**src/rtl/hazard_stall_unit_if.sv**
```systemverilog
// Signal bundle between the ID-stage control logic and the hazard/stall unit.
// The master drives the pipeline-state fields and receives the stall/flush controls.
interface hazard_stall_unit_if #(
  parameter int CNT_WIDTH = 16
);
  logic [4:0]           rsID;
  logic [4:0]           rtID;
  logic                 useRsID;
  logic                 useRtID;
  logic                 branchID;
  logic                 mduOpID;
  logic                 mduReadID;
  logic                 branchTakenID;
  logic [4:0]           destRegEX;
  logic                 regWriteEX;
  logic                 memReadEX;
  logic [4:0]           destRegMEM;
  logic                 memReadMEM;
  logic                 mduStartEX;
  logic                 stallIF;
  logic                 stallID;
  logic                 flushEX;
  logic                 flushID;
  logic                 mduBusy;
  logic [CNT_WIDTH-1:0] stallCount;

  modport master (
    output rsID, rtID, useRsID, useRtID, branchID, mduOpID, mduReadID,
           branchTakenID, destRegEX, regWriteEX, memReadEX, destRegMEM,
           memReadMEM, mduStartEX,
    input  stallIF, stallID, flushEX, flushID, mduBusy, stallCount
  );

  modport slave (
    input  rsID, rtID, useRsID, useRtID, branchID, mduOpID, mduReadID,
           branchTakenID, destRegEX, regWriteEX, memReadEX, destRegMEM,
           memReadMEM, mduStartEX,
    output stallIF, stallID, flushEX, flushID, mduBusy, stallCount
  );
endinterface

```
**src/rtl/hazard_stall_unit.sv**
```systemverilog
// Stall/flush generator for hazards that bypassing cannot cover: load-use, ID-stage
// branch operands, multi-cycle MDU busy, and taken-branch squash of the fetch slot.
module hazard_stall_unit #(
    parameter int MDU_LATENCY = 32,
    parameter int CNT_WIDTH   = 16
) (
    input logic                 Clock,
    input logic                 Reset,
    hazard_stall_unit_if.slave  hz
);

    typedef enum logic {IDLE, BUSY} mdu_state_t;

    localparam logic [5:0] RELOAD = 6'(MDU_LATENCY - 1);

    mdu_state_t           state;
    logic [5:0]           cnt;
    logic                 busy;
    logic [CNT_WIDTH-1:0] stall_count;

    logic match_ex, match_mem;
    logic load_use, br_ex, br_mem, mdu_haz, stall;

    // Register 0 is hardwired, so a zero destination never conflicts.
    assign match_ex  = hz.regWriteEX && (hz.destRegEX != 5'd0) &&
                       ((hz.useRsID && (hz.rsID == hz.destRegEX)) ||
                        (hz.useRtID && (hz.rtID == hz.destRegEX)));
    assign match_mem = (hz.destRegMEM != 5'd0) &&
                       ((hz.useRsID && (hz.rsID == hz.destRegMEM)) ||
                        (hz.useRtID && (hz.rtID == hz.destRegMEM)));

    assign load_use = hz.memReadEX && match_ex;
    assign br_ex    = hz.branchID && match_ex;
    assign br_mem   = hz.branchID && hz.memReadMEM && match_mem;
    assign mdu_haz  = busy && (hz.mduOpID || hz.mduReadID);
    assign stall    = load_use || br_ex || br_mem || mdu_haz;

    // A stalled branch is re-evaluated next cycle, so it must not squash now.
    assign hz.stallIF    = stall && !Reset;
    assign hz.stallID    = stall && !Reset;
    assign hz.flushEX    = stall && !Reset;
    assign hz.flushID    = hz.branchTakenID && !stall && !Reset;
    assign hz.mduBusy    = busy;
    assign hz.stallCount = stall_count;

    always_ff @(posedge Clock) begin
        if (Reset) begin
            state <= IDLE;
            cnt   <= 6'd0;
            busy  <= 1'b0;
        end else begin
            case (state)
                IDLE: begin
                    if (hz.mduStartEX) begin
                        state <= BUSY;
                        cnt   <= RELOAD;
                        busy  <= 1'b1;
                    end
                end
                BUSY: begin
                    if (hz.mduStartEX) begin
                        cnt <= RELOAD;
                    end else if (cnt == 6'd1) begin
                        state <= IDLE;
                        cnt   <= 6'd0;
                        busy  <= 1'b0;
                    end else begin
                        cnt <= cnt - 6'd1;
                    end
                end
            endcase
        end
    end

    // Saturating so a long stall storm cannot wrap the statistic back to small values.
    always_ff @(posedge Clock) begin
        if (Reset) begin
            stall_count <= '0;
        end else if (stall && (stall_count != '1)) begin
            stall_count <= stall_count + 1'b1;
        end
    end

endmodule

```
**src/flat_wrapper.sv**
```systemverilog
// flat-port wrapper written by rule: the top's interface ports become plain ports
module hazard_stall_unit_flat 
#(
    parameter int MDU_LATENCY = 32,
    parameter int CNT_WIDTH   = 16
)
  (Clock, Reset, hz_rsID, hz_rtID, hz_useRsID, hz_useRtID, hz_branchID, hz_mduOpID, hz_mduReadID, hz_branchTakenID, hz_destRegEX, hz_regWriteEX, hz_memReadEX, hz_destRegMEM, hz_memReadMEM, hz_mduStartEX, hz_stallIF, hz_stallID, hz_flushEX, hz_flushID, hz_mduBusy, hz_stallCount);
  hazard_stall_unit_if #(.CNT_WIDTH(CNT_WIDTH)) hz_i ();
  input logic Clock;
  input logic Reset;
  input wire logic [$bits(hz_i.rsID)-1:0] hz_rsID;
  input wire logic [$bits(hz_i.rtID)-1:0] hz_rtID;
  input wire logic [$bits(hz_i.useRsID)-1:0] hz_useRsID;
  input wire logic [$bits(hz_i.useRtID)-1:0] hz_useRtID;
  input wire logic [$bits(hz_i.branchID)-1:0] hz_branchID;
  input wire logic [$bits(hz_i.mduOpID)-1:0] hz_mduOpID;
  input wire logic [$bits(hz_i.mduReadID)-1:0] hz_mduReadID;
  input wire logic [$bits(hz_i.branchTakenID)-1:0] hz_branchTakenID;
  input wire logic [$bits(hz_i.destRegEX)-1:0] hz_destRegEX;
  input wire logic [$bits(hz_i.regWriteEX)-1:0] hz_regWriteEX;
  input wire logic [$bits(hz_i.memReadEX)-1:0] hz_memReadEX;
  input wire logic [$bits(hz_i.destRegMEM)-1:0] hz_destRegMEM;
  input wire logic [$bits(hz_i.memReadMEM)-1:0] hz_memReadMEM;
  input wire logic [$bits(hz_i.mduStartEX)-1:0] hz_mduStartEX;
  output wire logic [$bits(hz_i.stallIF)-1:0] hz_stallIF;
  output wire logic [$bits(hz_i.stallID)-1:0] hz_stallID;
  output wire logic [$bits(hz_i.flushEX)-1:0] hz_flushEX;
  output wire logic [$bits(hz_i.flushID)-1:0] hz_flushID;
  output wire logic [$bits(hz_i.mduBusy)-1:0] hz_mduBusy;
  output wire logic [$bits(hz_i.stallCount)-1:0] hz_stallCount;
  assign hz_i.rsID = hz_rsID;
  assign hz_i.rtID = hz_rtID;
  assign hz_i.useRsID = hz_useRsID;
  assign hz_i.useRtID = hz_useRtID;
  assign hz_i.branchID = hz_branchID;
  assign hz_i.mduOpID = hz_mduOpID;
  assign hz_i.mduReadID = hz_mduReadID;
  assign hz_i.branchTakenID = hz_branchTakenID;
  assign hz_i.destRegEX = hz_destRegEX;
  assign hz_i.regWriteEX = hz_regWriteEX;
  assign hz_i.memReadEX = hz_memReadEX;
  assign hz_i.destRegMEM = hz_destRegMEM;
  assign hz_i.memReadMEM = hz_memReadMEM;
  assign hz_i.mduStartEX = hz_mduStartEX;
  assign hz_stallIF = hz_i.stallIF;
  assign hz_stallID = hz_i.stallID;
  assign hz_flushEX = hz_i.flushEX;
  assign hz_flushID = hz_i.flushID;
  assign hz_mduBusy = hz_i.mduBusy;
  assign hz_stallCount = hz_i.stallCount;
  hazard_stall_unit #(.MDU_LATENCY(MDU_LATENCY), .CNT_WIDTH(CNT_WIDTH)) u_core (.Clock(Clock), .Reset(Reset), .hz(hz_i));
endmodule
```
**config.mk**
```make
export PLATFORM = sky130hd
export DESIGN_NAME = hazard_stall_unit_flat
export DESIGN_NICKNAME = d
export VERILOG_FILES = /design/src/rtl/hazard_stall_unit_if.sv /design/src/rtl/hazard_stall_unit.sv /design/src/flat_wrapper.sv
export SDC_FILE = /design/constraint.sdc
export NUM_CORES = 1
export LEC_CHECK = 0
export CAP_MARGIN = 20
export CORE_MARGIN = 5
export CORE_UTILIZATION = 41
export CTS_CLUSTER_SIZE = 12
export DETAILED_ROUTE_END_ITERATION = 6
export PLACE_DENSITY = 0.83
export SLEW_MARGIN = 10
export SYNTH_ARGS = -nofsm -noshare
export SYNTH_HDL_FRONTEND = slang
export SYNTH_SLANG_ARGS = --single-unit
```
**constraint.sdc**
```tcl
create_clock -name Clock -period 2.1 [get_ports Clock]
set_input_delay 0.315 -clock Clock [delete_from_list [all_inputs] [get_ports Clock]]
set_output_delay 0.315 -clock Clock [all_outputs]
set_load 0.02 [all_outputs]
```
**Yosys cells after proc, flatten, opt, wreduce, memory -nomap -nowiden**

Cells that the tools add are included.

- Memories: 0
- ROM bits: 0
- Latch bits: 0
- Bits in writable memories: 0
- Output and inout bits: 21
- Word-level logic and storage cells: 55
- Flip-flop bits (word level): 24

- Add/sub/neg operators: 2
- $lt $le $gt $ge: 0
- Eq/ne operators: 9
- Div/mod/pow operators: 0
- Reductions and logical operators: 27
- Multiply operators: 0
- Shift operators: 0
- Mux-type cells: 12
- Bitwise operators: 1

Operators with widths:

| cell | count |
|---|---|
| == test 5 bit | 4 |
| 2-to-1 mux 6 bit | 3 |
| adder 16 x 1 -> 16 bit (second input constant) | 1 |
| logical AND 1 bit | 16 |
| inequality test 16 bit (second input constant) | 1 |
| one-hot mux 6 bit (2 select lines) | 1 |
| nonzero test 5 bit | 2 |
| == test 6 x 1 -> 1 bit (second input constant) | 1 |
| logical OR 1 bit | 6 |
| 2-to-1 mux 1 bit | 6 |
| inequality test 2 bit (second input constant) | 3 |
| subtractor 6 x 1 -> 6 bit (second input constant) | 1 |
| one-hot mux 1 bit (2 select lines) | 2 |
| AND reduction 3 bit | 1 |
| zero test 1 bit | 2 |
| inverter 1 bit | 1 |

**Longest topological paths before layout**

- Depth in word-level cells: 11
- Mapped depth: 8

**Least setup slack after synthesis**

Ideal clock, no wire load.

- Path type: in2out
- Start: input port hz_rtID[2]
- End: output port hz_stallID
- Path slack: -274 ps
- Path buffers: 3
- Cell stages on the path: 8
- Required time: 1785 ps
- Arrival time: 2059 ps
- Cell sequence: xor2_1 nor4_2 a32oi_1 o221a_4 buf_6 buf_2 nor2_1 buf_4

- Word-level cells in the longest chain between the ends: 9
- Elaborated cells between the ends (all ways): 15
- Classes of those cells: eq/ne (2); reduce/logical (13)

Ends and longest elaborated chain:

| what | line | RTL |
|---|---|---|
| start: declaration | flat_wrapper.sv:12 | `input wire logic [$bits(hz_i.rtID)-1:0] hz_rtID;` |
| == test 5 bit | hazard_stall_unit.sv:27 | `(hz.useRtID && (hz.rtID == hz.destRegEX)));` |
| logical AND 1 bit | hazard_stall_unit.sv:27 |  |
| logical OR 1 bit | hazard_stall_unit.sv:26 | `((hz.useRsID && (hz.rsID == hz.destRegEX)) \|\|` |
| logical AND 1 bit | hazard_stall_unit.sv:25 | `assign match_ex = hz.regWriteEX && (hz.destRegEX != 5'd0) &&` |
| logical AND 1 bit, on equally long branches | hazard_stall_unit.sv:32, hazard_stall_unit.sv:33 |  |
| logical OR 1 bit | hazard_stall_unit.sv:36 | `assign stall = load_use \|\| br_ex \|\| br_mem \|\| mdu_haz;` |
| logical OR 1 bit * (2 in a row) | hazard_stall_unit.sv:36 |  |
| logical AND 1 bit * | - |  |
| end: declaration | flat_wrapper.sv:26 | `output wire logic [$bits(hz_i.stallID)-1:0] hz_stallID;` |

Mark *: on every way between the ends. The rest lies on a longest branch, timed or not.

**Final worst setup path**

- Start: input port hz_destRegMEM[2]
- End: output port hz_flushEX

- Word-level cells in the longest chain between the ends: 8
- Elaborated cells between the ends (all ways): 11
- Classes of those cells: eq/ne (2); reduce/logical (9)

Ends and longest elaborated chain:

| what | line | RTL |
|---|---|---|
| start: declaration | flat_wrapper.sv:22 | `input wire logic [$bits(hz_i.destRegMEM)-1:0] hz_destRegMEM;` |
| == test 5 bit, on equally long branches | hazard_stall_unit.sv:29, hazard_stall_unit.sv:30 |  |
| logical AND 1 bit, on equally long branches | hazard_stall_unit.sv:29, hazard_stall_unit.sv:30 |  |
| logical OR 1 bit | hazard_stall_unit.sv:29 | `((hz.useRsID && (hz.rsID == hz.destRegMEM)) \|\|` |
| logical AND 1 bit * | hazard_stall_unit.sv:28 | `assign match_mem = (hz.destRegMEM != 5'd0) &&` |
| logical AND 1 bit * | hazard_stall_unit.sv:34 | `assign br_mem = hz.branchID && hz.memReadMEM && match_mem;` |
| logical OR 1 bit * (2 in a row) | hazard_stall_unit.sv:36 |  |
| logical AND 1 bit * | hazard_stall_unit.sv:41 | `assign hz.flushEX = stall && !Reset;` |
| end: declaration | flat_wrapper.sv:27 | `output wire logic [$bits(hz_i.flushEX)-1:0] hz_flushEX;` |

Marks and branches as above.

==> impl_results.md <==
- I/O Buffers: 52
- WP data arrival: 1.79 ns
- TritonCTS Sinks: 24
- Tmin final: 2.10 ns
- Hold Path Class: flip-flop to flip-flop
- Initial Util: 42.5%
- Setup violators final: 1
- Post-Route WL: 4590 um
- Max-slew headroom: 71.2%
- Slew Viols, Final: 0
- Cell taking the most area after synthesis: dfxtp_1
- Worst-Skew Late Latency: 0.27 ns
- Data required, critical path: 1.78 ns
- Top Usage Layer GRT: met2
- Seq/Total Area, Yosys: 30.9%
- Number of global-route vias before repair: 1622
- Slowest Stage Delay on Critical Path: 0.35 ns
- Worst vdd ir: 0.391 mV
- Buf/Inv on CP: 2
- Die area: 0.00513 sq mm
- RSZ-0062 raised after global routing: true
- Max clock buf depth: 2
- Pin count of the biggest net entering global routing: 28
- Leak Pwr: 0.888 nW
- Worst Path Class, Setup: input pin to primary output
- GR Util met3: 3.93%
- Adder-Cell Fraction of Synth Area: 2.41%
- DP Worst Slack: -0.763 ns
- Simple-Gate Fraction of Synth Area: 29.2%
- CP Launch Type: input pin
- GRT Util Overall: 17.8%
- Crit path cell chain: buf_8, xor2_2, nor4_2, a32oi_2, o221a_4, nor2_4, buf_6
- Hold-fix buffers, CTS: 0
- Pwr dens: 438 mW/mm^2
- Worst-path fanout max: 3
- Total gr overflow: 0
- First-pass GRT wire length: 7360 um
- Complex-gate fraction of the synthesized area: 18.6%
- Synth cell types: 38
- Number of H-tree levels: 1
- Synth Register Bits: 24
- Fin area: 0.00244 sq mm
- Reg clk slew, reported paths: 0.09 ns
- Cells after Synth: 188
- Total CTS buffers: 3
- Ys Warns: 0
- Crit. End Element: primary output
- Final WS setup: -0.000216 ns
- Crit-path leading delay family: compound AO/OA/AOI/OAI gates
- Main combinational cell family by area after synthesis: simple AND/OR/NAND/NOR gates
- DRC Markers: 0
- Via/cell ratio: 5.51
- I/O Pins: 53
- Final hold viol count: 0
- Final nets: 290
- Slowest-stage cell, CP: nor4_2
- Violated checks: setup timing
- GP Congestion: 0.896
- Dpl hpwl: 3400 um
- Mapped Area: 0.00156 sq mm
- Share of cells above drive strength 1: 31.1%
- Post-synthesis mux area share: 2.17%
- Post-Synth XOR/XNOR Area: 11.3%
- DR WL/cell: 15.2 um
- Vias: 1664
- Row count: 22
- Commonest non-fill, non-tap cell in the layout: clkdlybuf4s50_1
- Die X: 71.6 um
- Placed Instance Area: 0.00225 sq mm
- Area Growth Syn to Fin: 57.0%
- Synthesized area per cell: 8.27 sq um
- Async SR Flop Fraction: 0%
- Clk root buf: clkbuf_8
- Most frequent cells in the layout: clkdlybuf4s50_1, dfxtp_1, buf_4, a21oi_1, xor2_1
- Antenna violations before repair: 0
- Main synth FF type: dfxtp_1
- Remaining antenna violation count: 0
- M1 GR Usage: 19.6%
- Slew of the pin with the lowest slew margin: 0.429 ns
- Tcrit/Tclk final: 100%
- Die height: 71.6 um
- First-pass DRT Iterations: 4
- Area of the core: 0.00366 sq mm
- Antenna diodes: 0
- CTS tree: built
- Clock skew: 0.00673 ns
- Max cap viols: 0
- Setup TNS: -0.000216 ns
- Leading post-synthesis cells by cell area: dfxtp_1, xor2_1, a21oi_1
- Status: finished with violations
- Synth top area share: 30.9%
- EDFF count, synth: 0
- Met2 Resource Use GR: 33.7%
- Initial drt markers: 166
- Synth Net Count: 223
- FMAX: 476 MHz
logic make-up (layout without fill, tap and decap cells):
family	after synthesis	in the layout
mux	3	3
buf+inv	17	83
simple gates	78	78
xor+xnor	20	20
fa+ha+maj	3	3
flops	24	24
compound gates	43	43
cells in the mapped netlist, types with 3 or more instances:
master	number
buf_4	3
ha_1	3
nand2_1	8
clkbuf_1	6
nor3_1	6
dfxtp_1	24
and3_1	3
nor4_1	5
o31ai_1	10
nor2_1	13
a21oi_1	20
or3_1	4
nand3_1	8
and2_1	3
or4_1	13
nor3b_1	3
nand4_1	5
inv_1	5
xnor2_1	4
xor2_1	16
registers in the layout, summed over array words and instances, names as in the netlist:
register / cells
u_core.state: 1
u_core.cnt: 6
u_core.hz.stallCount: 16
u_core.hz.mduBusy: 1
routing by layer:
metal	routed length [um]	part of all wire [%]	vias to the layer above
li1	-	-	838
met1	1840	40	780
met2	2480	54	40
met3	205	4.5	6
met4	57	1.2	0
met5	0	0	-
where the power goes:
| group | switching [W] | internal [W] | total, W |
|---|---|---|---|
| registers | 0.0000137 | 0.000469 | 0.000482 |
| logic | 0.000134 | 0.000138 | 0.000272 |
| clock network | 0.000149 | 0.000167 | 0.000317 |
per-stage QoR:
| step | cells | power, W | hold slack (ns) | utilization (%) |
|---|---|---|---|---|
| after CTS | 301 | 0.00107 | 0.500 | 64.8 |
| after detailed placement | 297 | 0.000745 | 0.487 | 61.3 |
| final | 302 | 0.00107 | 0.497 | 66.7 |
| after global routing | 302 | 0.00113 | 0.549 | 66.7 |
| after floorplan | 188 | 0.000615 | 0.500 | - |
| after global placement | 297 | 0.000738 | 0.479 | 61.3 |
worst paths after layout:
| check | from | to | slack (ns) | cells after the start |
|---|---|---|---|---|
| hold / removal | u_core.hz.stallCount[13] | u_core.hz.stallCount[13] | 0.50 | 2 |
| setup reg to reg | u_core.hz.stallCount[1] | u_core.hz.stallCount[2] | 0.07 | 5 |
| setup / recovery | hz_destRegMEM[2] | hz_flushEX | -0.0002 | 7 |
| hold reg to reg | u_core.hz.stallCount[13] | u_core.hz.stallCount[13] | 0.50 | 2 |
worst reg2reg max path, cell delays in order, from the launching register on:
cell,delay (ns)
dfxtp_1,0.42
ha_1,0.24
nand2_1,0.20
or4_1,0.59
nand3_1,0.14
mux2_2,0.33
timing repair:
item | in CTS | in global routing
resized for setup | 77 | 43
setup buffers | 0 | 1
setup endpoints to repair | 19 | 20
pin swaps | 13 | 25
area by class of cell:
type,instances,area (sq um)
Fill cell,289,1220
Clock buffer,4,55.1
Sequential cell,24,482
Timing Repair Buffer,74,667
Tap cell,48,60.1
Multi-Input combinational cell,147,1160
Inverter,5,18.8
No activity file was read; power rests on OpenSTA's default activity.
